===== src/rtl/ov2640_init_sequencer_pkg.sv =====
// ov2640_init_sequencer_pkg: shared FSM state type and OV2640 table constants.
package ov2640_init_sequencer_pkg;
  typedef enum logic [3:0] {IDLE, PWRUP, FETCH, LATCH, WRITE, SRST, NEXT, DONE, ERROR} state_t;
  localparam logic [15:0] SOFT_RESET_WORD = 16'h1280;
  localparam logic [7:0]  SCCB_BANK_REG   = 8'hFF;
endpackage


===== src/rtl/ov2640_init_sequencer_if.sv =====
// ov2640_init_sequencer_if: single-write handshake between the sequencer and the SCCB write master.
interface ov2640_init_sequencer_if;
  logic       wr_req;
  logic [7:0] wr_dev_id;
  logic [7:0] wr_reg;
  logic [7:0] wr_data;
  logic       wr_done;
  logic       wr_nack;
  modport master (output wr_req, wr_dev_id, wr_reg, wr_data, input wr_done, wr_nack);
  modport slave (input wr_req, wr_dev_id, wr_reg, wr_data, output wr_done, wr_nack);
endinterface


===== src/rtl/ov2640_init_sequencer_delay_counter.sv =====
// init_delay_counter: cycle counter shared by the power-up and soft-reset waits; a length of 0 behaves as 1.
module init_delay_counter (
  input  logic        clk,
  input  logic        rst_n,
  input  logic        load_i,
  input  logic        count_i,
  input  logic [23:0] len_i,
  output logic        expire_o
);
  logic [23:0] cnt_q, cnt_d;
  assign expire_o = count_i && (len_i == 24'd0 || cnt_q >= len_i - 24'd1);
  always_comb cnt_d = load_i ? '0 : (count_i && !expire_o) ? cnt_q + 24'd1 : cnt_q;
  always_ff @(posedge clk or negedge rst_n)
    if (!rst_n) cnt_q <= '0;
    else cnt_q <= cnt_d;
endmodule


===== src/rtl/ov2640_init_sequencer.sv =====
// ov2640_init_sequencer: walks the external init ROM in order and issues each word as one SCCB write,
// retrying on NACK, pausing after the sensor soft reset, and reporting done/error.
module ov2640_init_sequencer
  import ov2640_init_sequencer_pkg::*;
#(
  parameter int          ADDR_WIDTH   = 8,
  parameter int          DATA_WIDTH   = 16,
  parameter int          TABLE_LEN    = 186,
  parameter logic [7:0]  DEV_ID       = 8'h60,
  parameter logic [23:0] PWRUP_CYCLES = 24'd1_000_000,
  parameter logic [23:0] SRST_CYCLES  = 24'd100_000,
  parameter int          MAX_RETRY    = 3
) (
  input  logic                  clk,
  input  logic                  rst_n,
  input  logic                  start_i,
  input  logic                  auto_start_i,
  output logic [ADDR_WIDTH-1:0] rom_addr_o,
  input  logic [DATA_WIDTH-1:0] rom_q_i,
  ov2640_init_sequencer_if.master sccb,
  output logic                  busy_o,
  output logic                  init_done_o,
  output logic                  init_error_o,
  output logic [ADDR_WIDTH-1:0] err_index_o
);
  localparam int RW = $clog2(MAX_RETRY + 2);
  state_t                state_q, state_d;
  logic [ADDR_WIDTH-1:0] idx_q, idx_d, err_q, err_d;
  logic [RW-1:0]         retry_q, retry_d;
  logic [7:0]            reg_q, reg_d, data_q, data_d;
  logic                  gap_q, gap_d;
  logic [1:0]            boot_q, boot_d;
  logic                  go, dly_load, dly_expire, is_srst;
  // boot_q == 1 marks the first cycle after reset release, when auto_start fires
  assign boot_d  = (boot_q == 2'd2) ? boot_q : boot_q + 2'd1;
  assign go      = start_i || (auto_start_i && boot_q == 2'd1);
  assign is_srst = {reg_q, data_q} == SOFT_RESET_WORD;
  init_delay_counter u_dly (
    .clk     (clk),
    .rst_n   (rst_n),
    .load_i  (dly_load),
    .count_i (state_q == PWRUP || state_q == SRST),
    .len_i   (state_q == SRST ? SRST_CYCLES : PWRUP_CYCLES),
    .expire_o(dly_expire)
  );
  always_comb begin
    state_d  = state_q;
    idx_d    = idx_q;
    err_d    = err_q;
    retry_d  = retry_q;
    reg_d    = reg_q;
    data_d   = data_q;
    gap_d    = 1'b0;
    dly_load = 1'b0;
    case (state_q)
      IDLE, DONE, ERROR: if (go) begin
        state_d  = PWRUP;
        idx_d    = '0;
        err_d    = '0;
        retry_d  = '0;
        dly_load = 1'b1;
      end
      PWRUP: state_d = dly_expire ? FETCH : PWRUP;
      FETCH: state_d = LATCH;
      LATCH: begin
        reg_d   = rom_q_i[15:8];
        data_d  = rom_q_i[7:0];
        state_d = WRITE;
      end
      // gap_q is the one-cycle request drop between a NACK and its reissue
      WRITE: if (sccb.wr_done && !gap_q) begin
        if (!sccb.wr_nack) begin
          state_d  = is_srst ? SRST : NEXT;
          dly_load = is_srst;
        end else if (retry_q < RW'(MAX_RETRY)) begin
          retry_d = retry_q + RW'(1);
          gap_d   = 1'b1;
        end else begin
          err_d   = idx_q;
          state_d = ERROR;
        end
      end
      SRST: state_d = dly_expire ? NEXT : SRST;
      NEXT: begin
        retry_d = '0;
        state_d = (idx_q == ADDR_WIDTH'(TABLE_LEN - 1)) ? DONE : FETCH;
        idx_d   = (idx_q == ADDR_WIDTH'(TABLE_LEN - 1)) ? idx_q : idx_q + ADDR_WIDTH'(1);
      end
      default: state_d = IDLE;
    endcase
  end
  always_ff @(posedge clk or negedge rst_n)
    if (!rst_n) begin
      state_q <= IDLE;
      idx_q   <= '0;
      err_q   <= '0;
      retry_q <= '0;
      reg_q   <= '0;
      data_q  <= '0;
      gap_q   <= 1'b0;
      boot_q  <= '0;
    end else begin
      state_q <= state_d;
      idx_q   <= idx_d;
      err_q   <= err_d;
      retry_q <= retry_d;
      reg_q   <= reg_d;
      data_q  <= data_d;
      gap_q   <= gap_d;
      boot_q  <= boot_d;
    end
  assign rom_addr_o     = idx_q;
  assign sccb.wr_req    = state_q == WRITE && !gap_q;
  assign sccb.wr_dev_id = DEV_ID;
  assign sccb.wr_reg    = reg_q;
  assign sccb.wr_data   = data_q;
  assign busy_o         = !(state_q == IDLE || state_q == DONE || state_q == ERROR);
  assign init_done_o    = state_q == DONE;
  assign init_error_o   = state_q == ERROR;
  assign err_index_o    = err_q;
endmodule


===== src/flat_wrapper.sv =====
// flat-port wrapper written by rule: the top's interface ports become plain ports
module ov2640_init_sequencer_flat import ov2640_init_sequencer_pkg::*;
#(
  parameter int          ADDR_WIDTH   = 8,
  parameter int          DATA_WIDTH   = 16,
  parameter int          TABLE_LEN    = 186,
  parameter logic [7:0]  DEV_ID       = 8'h60,
  parameter logic [23:0] PWRUP_CYCLES = 24'd1_000_000,
  parameter logic [23:0] SRST_CYCLES  = 24'd100_000,
  parameter int          MAX_RETRY    = 3
)
  (clk, rst_n, start_i, auto_start_i, rom_addr_o, rom_q_i, busy_o, init_done_o, init_error_o, err_index_o, sccb_wr_req, sccb_wr_dev_id, sccb_wr_reg, sccb_wr_data, sccb_wr_done, sccb_wr_nack);
  ov2640_init_sequencer_if sccb_i ();
  input  logic clk;
  input  logic rst_n;
  input  logic start_i;
  input  logic auto_start_i;
  output logic [ADDR_WIDTH-1:0] rom_addr_o;
  input  logic [DATA_WIDTH-1:0] rom_q_i;
  output logic busy_o;
  output logic init_done_o;
  output logic init_error_o;
  output logic [ADDR_WIDTH-1:0] err_index_o;
  output wire logic [$bits(sccb_i.wr_req)-1:0] sccb_wr_req;
  output wire logic [$bits(sccb_i.wr_dev_id)-1:0] sccb_wr_dev_id;
  output wire logic [$bits(sccb_i.wr_reg)-1:0] sccb_wr_reg;
  output wire logic [$bits(sccb_i.wr_data)-1:0] sccb_wr_data;
  input wire logic [$bits(sccb_i.wr_done)-1:0] sccb_wr_done;
  input wire logic [$bits(sccb_i.wr_nack)-1:0] sccb_wr_nack;
  assign sccb_wr_req = sccb_i.wr_req;
  assign sccb_wr_dev_id = sccb_i.wr_dev_id;
  assign sccb_wr_reg = sccb_i.wr_reg;
  assign sccb_wr_data = sccb_i.wr_data;
  assign sccb_i.wr_done = sccb_wr_done;
  assign sccb_i.wr_nack = sccb_wr_nack;
  ov2640_init_sequencer #(.ADDR_WIDTH(ADDR_WIDTH), .DATA_WIDTH(DATA_WIDTH), .TABLE_LEN(TABLE_LEN), .DEV_ID(DEV_ID), .PWRUP_CYCLES(PWRUP_CYCLES), .SRST_CYCLES(SRST_CYCLES), .MAX_RETRY(MAX_RETRY)) u_core (.clk(clk), .rst_n(rst_n), .start_i(start_i), .auto_start_i(auto_start_i), .rom_addr_o(rom_addr_o), .rom_q_i(rom_q_i), .sccb(sccb_i), .busy_o(busy_o), .init_done_o(init_done_o), .init_error_o(init_error_o), .err_index_o(err_index_o));
endmodule

===== config.mk =====
export PLATFORM = sky130hd
export DESIGN_NAME = ov2640_init_sequencer_flat
export DESIGN_NICKNAME = d
export VERILOG_FILES = /design/src/rtl/ov2640_init_sequencer_pkg.sv /design/src/rtl/ov2640_init_sequencer_if.sv /design/src/rtl/ov2640_init_sequencer_delay_counter.sv /design/src/rtl/ov2640_init_sequencer.sv /design/src/flat_wrapper.sv
export SDC_FILE = /design/constraint.sdc
export NUM_CORES = 1
export LEC_CHECK = 0
export ABC_CLOCK_PERIOD_IN_PS = 6060
export CAP_MARGIN = 10
export CORE_ASPECT_RATIO = 1.2
export CORE_MARGIN = 4
export CORE_UTILIZATION = 35
export CTS_CLUSTER_DIAMETER = 40
export CTS_CLUSTER_SIZE = 12
export DETAILED_ROUTE_END_ITERATION = 6
export PLACE_DENSITY = 0.67
export SETUP_SLACK_MARGIN = 0.4
export SLEW_MARGIN = 0
export SYNTH_ARGS = -nofsm -noshare
export SYNTH_HDL_FRONTEND = slang
export SYNTH_SLANG_ARGS = --single-unit

===== constraint.sdc =====
create_clock -name clk -period 6.06 [get_ports clk]
set_input_delay 1.515 -clock clk [delete_from_list [all_inputs] [get_ports clk]]
set_output_delay 1.515 -clock clk [all_outputs]
set_load 0.02 [all_outputs]

* Word-level counts from Yosys, hierarchy flattened *
Index checks and enable logic that the tools add are counted.

storage, ports and cells
  register bits = 66
  bits of input ports = 22
  output and inout port bits = 44
  word-level logic and storage cells = 91

operators by class
  $add $sub $neg = 5
  order comparisons = 2
  equality and inequality tests = 19
  mux-type cells = 32
  reduce and logical (&&, ||, !) cells = 24

operators by type and width
  kind                   count
  $mux 24                2
  $mux 8                 5
  $pmux 8 s2             2
  $pmux 4 s7             1
  $add 24x1->24 const B  1
  $ge 24x24->1           1
  $logic_not 24->1       1
  $sub 24x1->24 const B  1
  $mux 20                1
  $eq 16x13->1 const B   1
  $eq 4x3->1 const B     4
  $mux 4                 4
  $mux 3                 5
  $reduce_and 5->1       2
  $pmux 3 s3             1
  $add 8x1->8 const B    1
  $eq 4x2->1 const B     2
  $eq 8x8->1 const B     1
  $mux 1                 7
  $mux 2                 3
  $ne 2x1->1 const B     3
  $ne 2x2->1 const B     3
  $reduce_and 3->1       2
  $reduce_bool 2->1      3
  other kinds (15)       25

* Depth between registers and ports, before layout *
Gate-level depths: netlist (run 1).

  depth after elaboration = 10
  depth in mapped cells = 13

* By module *
Synthesis (run 1) repeated with hierarchy kept, for this count alone.

unflattened totals
  cells, all modules = 476
  area total of the unflattened synthesis = 4,500.6 µm²

modules (own cells, without submodules)
  module                 times used  cells an instance  area each (µm²)  sequential area each (µm²)
  init_delay_counter     1           269                2,278.4          600.6
  ov2640_init_sequencer  1           207                2,222.1          1,051.0

* Worst setup path before layout (run 1) *
OpenSTA, ideal clock, no wires.

  path kind = register -> output
  from = reg u_core.state_q[3]
  to = out busy_o
  data arrival time = 1,320 ps
  data required time = 4,545 ps
  slack = 3,225 ps
  stages on the path, launching flop included = 5
  buffers on the path = 1
  cell sequence = dfrtp_1 > buf_4 > nand3b_1 > nor2_1 > nor2_1

between the ends
  longest elaborated chain between the ends = 4
  elaborated cells between the ends (all ways) = 6
  classes of those cells = eq/ne: 2; reduce/logical: 4

ends and longest elaborated chain
  item                            line                          RTL
  start: declaration              ov2640_init_sequencer.sv:27   state_t state_q, state_d;
  start signal: assignment        ov2640_init_sequencer.sv:103  state_q <= state_d;
  $eq 4x3->1                      --
  via init_done_o                 flat_wrapper.sv:21            output logic init_done_o;
  $logic_or 1x1->1 (2 in series)  ov2640_init_sequencer.sv:117  assign busy_o = !(state_q == IDLE || state_q == DONE || state_q == ERROR);
  $logic_not 1->1                 ov2640_init_sequencer.sv:117
  end: declaration                flat_wrapper.sv:20            output logic busy_o;

The timed path passes the listed nets, and every way through them passes these cells.

* Worst setup path in the final report (run 1) *
  from = reg u_core.state_q[3]
  to = out sccb_wr_req

between the ends
  longest elaborated chain between the ends = 2

ends and longest elaborated chain
  item               line                          RTL
  $eq 4x3->1         ov2640_init_sequencer.sv:113  assign sccb.wr_req = state_q == WRITE && !gap_q;
  $logic_and 1x1->1  ov2640_init_sequencer.sv:113
  end: declaration   flat_wrapper.sv:24            output wire logic [$bits(sccb_i.wr_req)-1:0] sccb_wr_req;

No other way between the ends.

==> impl_metrics.tcl, run 1 <==
set metrics [dict create \
    switching_share_pct 34.2 \
    dp_hpwl_um 5570 \
    synth_top_area_share_pct 48.6 \
    multi_input_area_um2 1620 \
    yosysSeqAreaShare_pct 48.6 \
    register_area_um2 1650 \
    synth_ff_type "dfrtp_1" \
    vdd_ir_drop_max_mv 0.158 \
    grt_antenna_before_repair 0 \
    fin_crit_sh_pct 61.5 \
    cp.arrival_ps 2210 \
    fin_ws_ps 2330 \
    drc 0 \
    clockRootBuffer "clkbuf_16" \
    portBuffers 57 \
    synthArstFlopShare_pct 100 \
    fin_util_pct 45.7 \
    fmax_ghz 0.268 \
    use_met1_pct 16.2 \
    fin_skew_ps 10.1 \
    drive_gt1_share_pct 10.3 \
    final_hold_viol_count 0 \
    clkLatencyLatePin_ps 330 \
    power_leakage_uw 0.00196 \
    viasPerCell 5.25 \
    num_antenna_cells 0 \
    rows 39 \
    rsz0062_at_grt "no" \
    cp-startpoint "u_core.state_q[3]" \
    layout_min_cycle_time_ps 3730 \
    cap_violations 0 \
    firstDrtPassIters 4 \
    required_ps 4550 \
    clkSinkCount 66 \
    preCtsSetupSlack_ps 2500 \
    syn_area_um2 3400 \
    cts_buffers 9 \
    layout.nets 423 \
    syn_area_per_cell_um2 10.1 \
    synth_cell_type_count 48 \
    synth_edf_count 0 \
    wl_um 7820 \
    area_delta_synth_final_pct 28.1 \
    wl_per_cell_um 15.0 \
    grt_pass1_vias 2700 \
    powerDensity_nw_per_um2 359 \
    largest-register "u_core.u_dly.cnt_q" \
    place_area_um2 4050 \
    p_sw_uw 535 \
    cts_tree "yes" \
    cts.clk_slew.worst_paths_ps 60 \
    drt_iter0_drc 115 \
    clk_path_buf_depth 2 \
    grt_use_met2_pct 25.6 \
    yosys.area.top_type "dfrtp_1" \
    die_area_um2 11400 \
    intPower_uw 1030 \
    crit_fanout 10 \
    start_util_pct 35.7 \
    worst_pin_slew_ps 1050 \
    grt_max_degree 67 \
    p_seq_share_pct 36.8 \
    status "finished, final reports clean" \
    setup.worst_path.class "reg -> out" \
    hp-class "reg -> reg" \
    combPwrFrac_pct 29.6 \
    cts.htree.levels 3 \
    synth.area.top_cells "dfrtp_1, mux2_2, ha_1, o21ai_0, buf_4" \
    synth_most_common_cell "dfrtp_1" \
    overflow 0 \
    yosys_warnings 0 \
    core_um2 9520 \
    grt_pass1_wl_um 13000 \
    io_pins 66 \
    ctsHoldBuffers 0 \
    worst_hold_startpoint "u_core.u_dly.cnt_q[20]" \
    track_usage_pct 14.2 \
    end_kind "primary output" \
    fillers 890 \
    ys_ff_latch 66 \
    grt-busiest-layer "met2" \
    slew_headroom_pct 29.6 \
    gp_congestion 0.826 \
    met3_usage_pct 3.79 \
    largest_reg_flops 24 \
    synth_cells 335 \
    die_w_um 97.9 \
    die_h_um 116 \
    setup_viol 0 \
    design_area_um2 4350 \
    post_cts_resized 0 \
    final_antenna_net_count 0 \
    final_max_slew_viol_count 0 \
    cp-start-kind "register" \
    r2r_start "u_core.state_q[3]" \
    clock_power_share_pct 33.7 \
    post_cts_buffers 0 \
    setup_tns_ps 0 \
    synth.top_cells.by_count "dfrtp_1, nand2_1, nor2_1" \
    vias 2728 \
    power_uw 1560 \
]
power by group through the flow:
stage / combinational (uW) / clock, uW / sequential (uW)
final: 462 / 527 / 575
after global placement: 455 / 0 / 578
after detailed placement: 466 / 0 / 581
after CTS: 467 / 540 / 575
after global routing: 505 / 555 / 585
after floorplan: 256 / 0 / 609
metrics by stage:
step	hold slack [ps]	instances
CTS	495	520
global route	511	520
floorplan	454	341
detailed placement	478	504
global placement	470	504
finish	492	520
path summary, 6_finish.rpt:
kind	endpoint	slack, ps	cells past startpoint
min in group asynchronous	u_core.rom_addr_o[4]	1370	2
worst max-delay path	sccb_wr_req	2330	4
worst max register to register	u_core.u_dly.cnt_q[4]	2600	9
max in group asynchronous	u_core.sccb.wr_data[7]	4150	2
worst min register to register	u_core.u_dly.cnt_q[20]	490	1
worst min-delay path	u_core.u_dly.cnt_q[20]	490	1
layout make-up:
| type | count | share of cell area [%] |
|---|---|---|
| Multi-Input combinational cell | 243 | 37.2 |
| Tap cell | 123 | 3.54 |
| Timing Repair Buffer | 58 | 13.2 |
| Sequential cell | 66 | 37.9 |
| Clock inverter | 6 | 1.49 |
| Clock buffer | 10 | 5.49 |
| Inverter | 14 | 1.21 |
critical path, stage by stage, from the launching register on:
cell and delay, ps:
dfrtp_1 500, nand2b_1 220, or3_1 410, nor2_1 140, clkdlybuf4s50_1 610
placed cells by master, fill, tap and decap left out, types with 4 or more instances in the layout:
cell type	Yosys	routed
nand3_1	15	15
and3_1	4	4
clkdlybuf4s50_1	0	56
a21oi_1	15	15
or4_1	6	6
a21o_1	5	5
or3_1	10	10
inv_1	14	14
nor2_1	23	23
nand4_1	7	7
nor3_1	11	11
o211ai_1	5	5
and2_1	5	5
clkbuf_16	0	9
mux2_2	17	17
xor2_1	8	8
a22o_1	9	9
nor4_1	6	6
o21ai_0	18	18
conb_1	2	8
nand2_1	24	24
dfrtp_1	66	66
ha_1	9	9
layer usage:
metal  routed length (um)  vias to the layer above
met4                   96                        0
met1                 3240                     1338
met5                    0                        -
met3                  308                        9
met2                 4180                       56
li1                     -                     1325
logic make-up after synthesis:
family          after synthesis  share of synthesized area [%]
simple gates                130                           21.3
compound gates               68                           13.2
flops                        66                           48.6
buf+inv                      32                           4.86
mux                          18                           5.93
xor+xnor                     10                           2.58
fa+ha+maj                     9                           3.31
other cells                   2                          0.221
(Power assumes the default switching activity.)
==> run 2, diff against run 1 <==
--- a/config.mk
+++ b/config.mk
@@ -5,7 +5,7 @@
 export SDC_FILE = /design/constraint.sdc
 export NUM_CORES = 1
 export LEC_CHECK = 0
-export ABC_CLOCK_PERIOD_IN_PS = 6060
+export ABC_CLOCK_PERIOD_IN_PS = 3600
 export CAP_MARGIN = 10
 export CORE_ASPECT_RATIO = 1.2
 export CORE_MARGIN = 4
==> constraint.sdc (replaced) <==
create_clock -name clk -period 3.6 [get_ports clk]
set_input_delay 0.9 -clock clk [delete_from_list [all_inputs] [get_ports clk]]
set_output_delay 0.9 -clock clk [all_outputs]
set_load 0.02 [all_outputs]
==> run 2 against run 1 <==
Compared with the run above: sequential cell count unchanged; critical endpoint is now busy_o; register-to-register slack worse by 1900 ps; count of clock-buffer cells in the layout is 2 higher; core utilization unchanged; first-iteration DRC count decreased by 10%; combinational power grew 73%; sequential power rose by 67%; critical path depth unchanged; highest routed layer unchanged; sequential share of layout area unchanged; setup slack worse by 1700 ps.
==> impl_metrics.tcl, run 2 (same netlist as run 1, synthesis figures left out) <==
set metrics [dict create \
    status "finished, final reports clean" \
    path_cells "nand3b_1 -> nor2_1 -> nor2_1 -> clkdlybuf4s50_1" \
    drt_iter0_drc 103 \
    power_leakage_uw 0.00198 \
    clock_power_share_pct 31.2 \
    wl_um 7820 \
    vdd_ir_drop_max_mv 0.224 \
    clockRootBuffer "clkbuf_16" \
    cp-start-kind "register" \
    area_delta_synth_final_pct 28.1 \
    crit_family "simple AND/OR/NAND/NOR gates" \
    die_h_um 116 \
    power_uw 2560 \
    fin_skew_ps 5.52 \
    wl_per_cell_um 15.0 \
    crit_path_frequent_cell "nor2_1" \
    setup.worst_path.class "reg -> out" \
    clkLatencyLatePin_ps 330 \
    finalNonFillerCells 522 \
    fin_hold_ws_ps 484 \
    cts_tree "yes" \
    fmax_ghz 0.335 \
    p_sw_uw 869 \
    gp_congestion 0.842 \
    setup_viol 0 \
    rows 39 \
    drive_gt1_share_pct 10.5 \
    worst-path-buf-inv 1 \
    post_cts_resized 0 \
    worst_pin_slew_ps 1070 \
    required_ps 2700 \
    rsz0062_at_grt "no" \
    final_hold_viol_count 0 \
    layout.nets 426 \
    dp_hpwl_um 5720 \
    p_seq_share_pct 37.6 \
    firstDrtPassIters 4 \
    clk_path_buf_depth 2 \
    mostFrequentLayoutCell "dfrtp_1" \
    grt_max_degree 67 \
    preCtsSetupSlack_ps 613 \
    largest_reg_flops 24 \
    place_inst 507 \
    cp_slowest_cell "clkdlybuf4s50_1" \
    fin_crit_sh_pct 82.9 \
    slew_headroom_pct 28.4 \
    die_w_um 97.9 \
    die_area_um2 11400 \
    grt_pass1_wl_um 13300 \
    viasPerCell 5.27 \
    powerDensity_nw_per_um2 588 \
    switching_share_pct 34.0 \
    final_cell_mix "dfrtp_1, clkdlybuf4s50_1, nand2_1" \
    post_cts_buffers 0 \
    overflow 0 \
    largest-register "u_core.u_dly.cnt_q" \
    start_util_pct 35.7 \
    hp-class "reg -> reg" \
    clkSinkCount 66 \
    grt_pass1_vias 2770 \
    cap_violations 0 \
    crit_fanout 10 \
    end_kind "primary output" \
    cts.clk_slew.worst_paths_ps 50 \
    vias 2753 \
    cp.arrival_ps 2090 \
    final_antenna_net_count 0 \
    intPower_uw 1690 \
    final_max_slew_viol_count 0 \
    grt_antenna_before_repair 0 \
    cts.htree.levels 3 \
    cp_slowest_stage_delay_ps 570 \
    ctsHoldBuffers 0 \
    layout_min_cycle_time_ps 2990 \
    cts_buffers 9 \
    io_pins 66 \
    core_um2 9520 \
    portBuffers 57 \
    fin_ws_ps 614 \
    num_antenna_cells 0 \
    fillers 889 \
    track_usage_pct 14.7 \
    combPwrFrac_pct 31.2 \
    setup_tns_ps 0 \
    drc 0 \
]
-- run 2: per-layer routing --
layer,track usage [%],share of wire [%],up-vias
li1,-,-,1334
met3,2.77,3.4,11
met4,8.13,2.0,0
met1,17.0,43,1361
met2,25.7,52,47
met5,0,0,-
-- run 2: layout make-up --
type                       instances  area, um2  share of cell area [%]
sequential                        66       1650                    37.9
multi-input combinational        243       1630                    37.3
timing repair buffer              61        598                    13.7
clock buffer                      12        256                    5.89
tap                              123        154                    3.54
inverter                          14       52.6                    1.21
clock inverter                     3       15.0                   0.345
-- run 2: stage by stage --
| stage | instance area, um2 | utilization, % |
|---|---|---|
| after floorplan | 3420 | - |
| after global placement | 4070 | 42.8 |
| after detailed placement | 4070 | 42.8 |
| after CTS | 4340 | 45.6 |
| after global routing | 4350 | 45.7 |
| final | 4350 | 45.7 |
-- run 2: final timing paths --
kind / from / cells after the start / to / slack, ps
worst min-delay path: u_core.u_dly.cnt_q[21] / 1 / u_core.u_dly.cnt_q[21] / 480
worst min register to register: u_core.u_dly.cnt_q[21] / 1 / u_core.u_dly.cnt_q[21] / 480
min in group asynchronous: rst_n / 2 / u_core.rom_addr_o[4] / 750
worst max register to register: u_core.state_q[3] / 9 / u_core.u_dly.cnt_q[4] / 740
worst max-delay path: u_core.state_q[3] / 4 / busy_o / 610
max in group asynchronous: rst_n / 2 / u_core.sccb.wr_data[6] / 2300
-- run 2: power groups by stage --
stage	logic [uW]	registers [uW]	clock network, uW
detailed placement	807	974	0
global placement	790	968	0
finish	799	962	798
global route	877	985	857
floorplan	432	1020	0
CTS	807	962	824
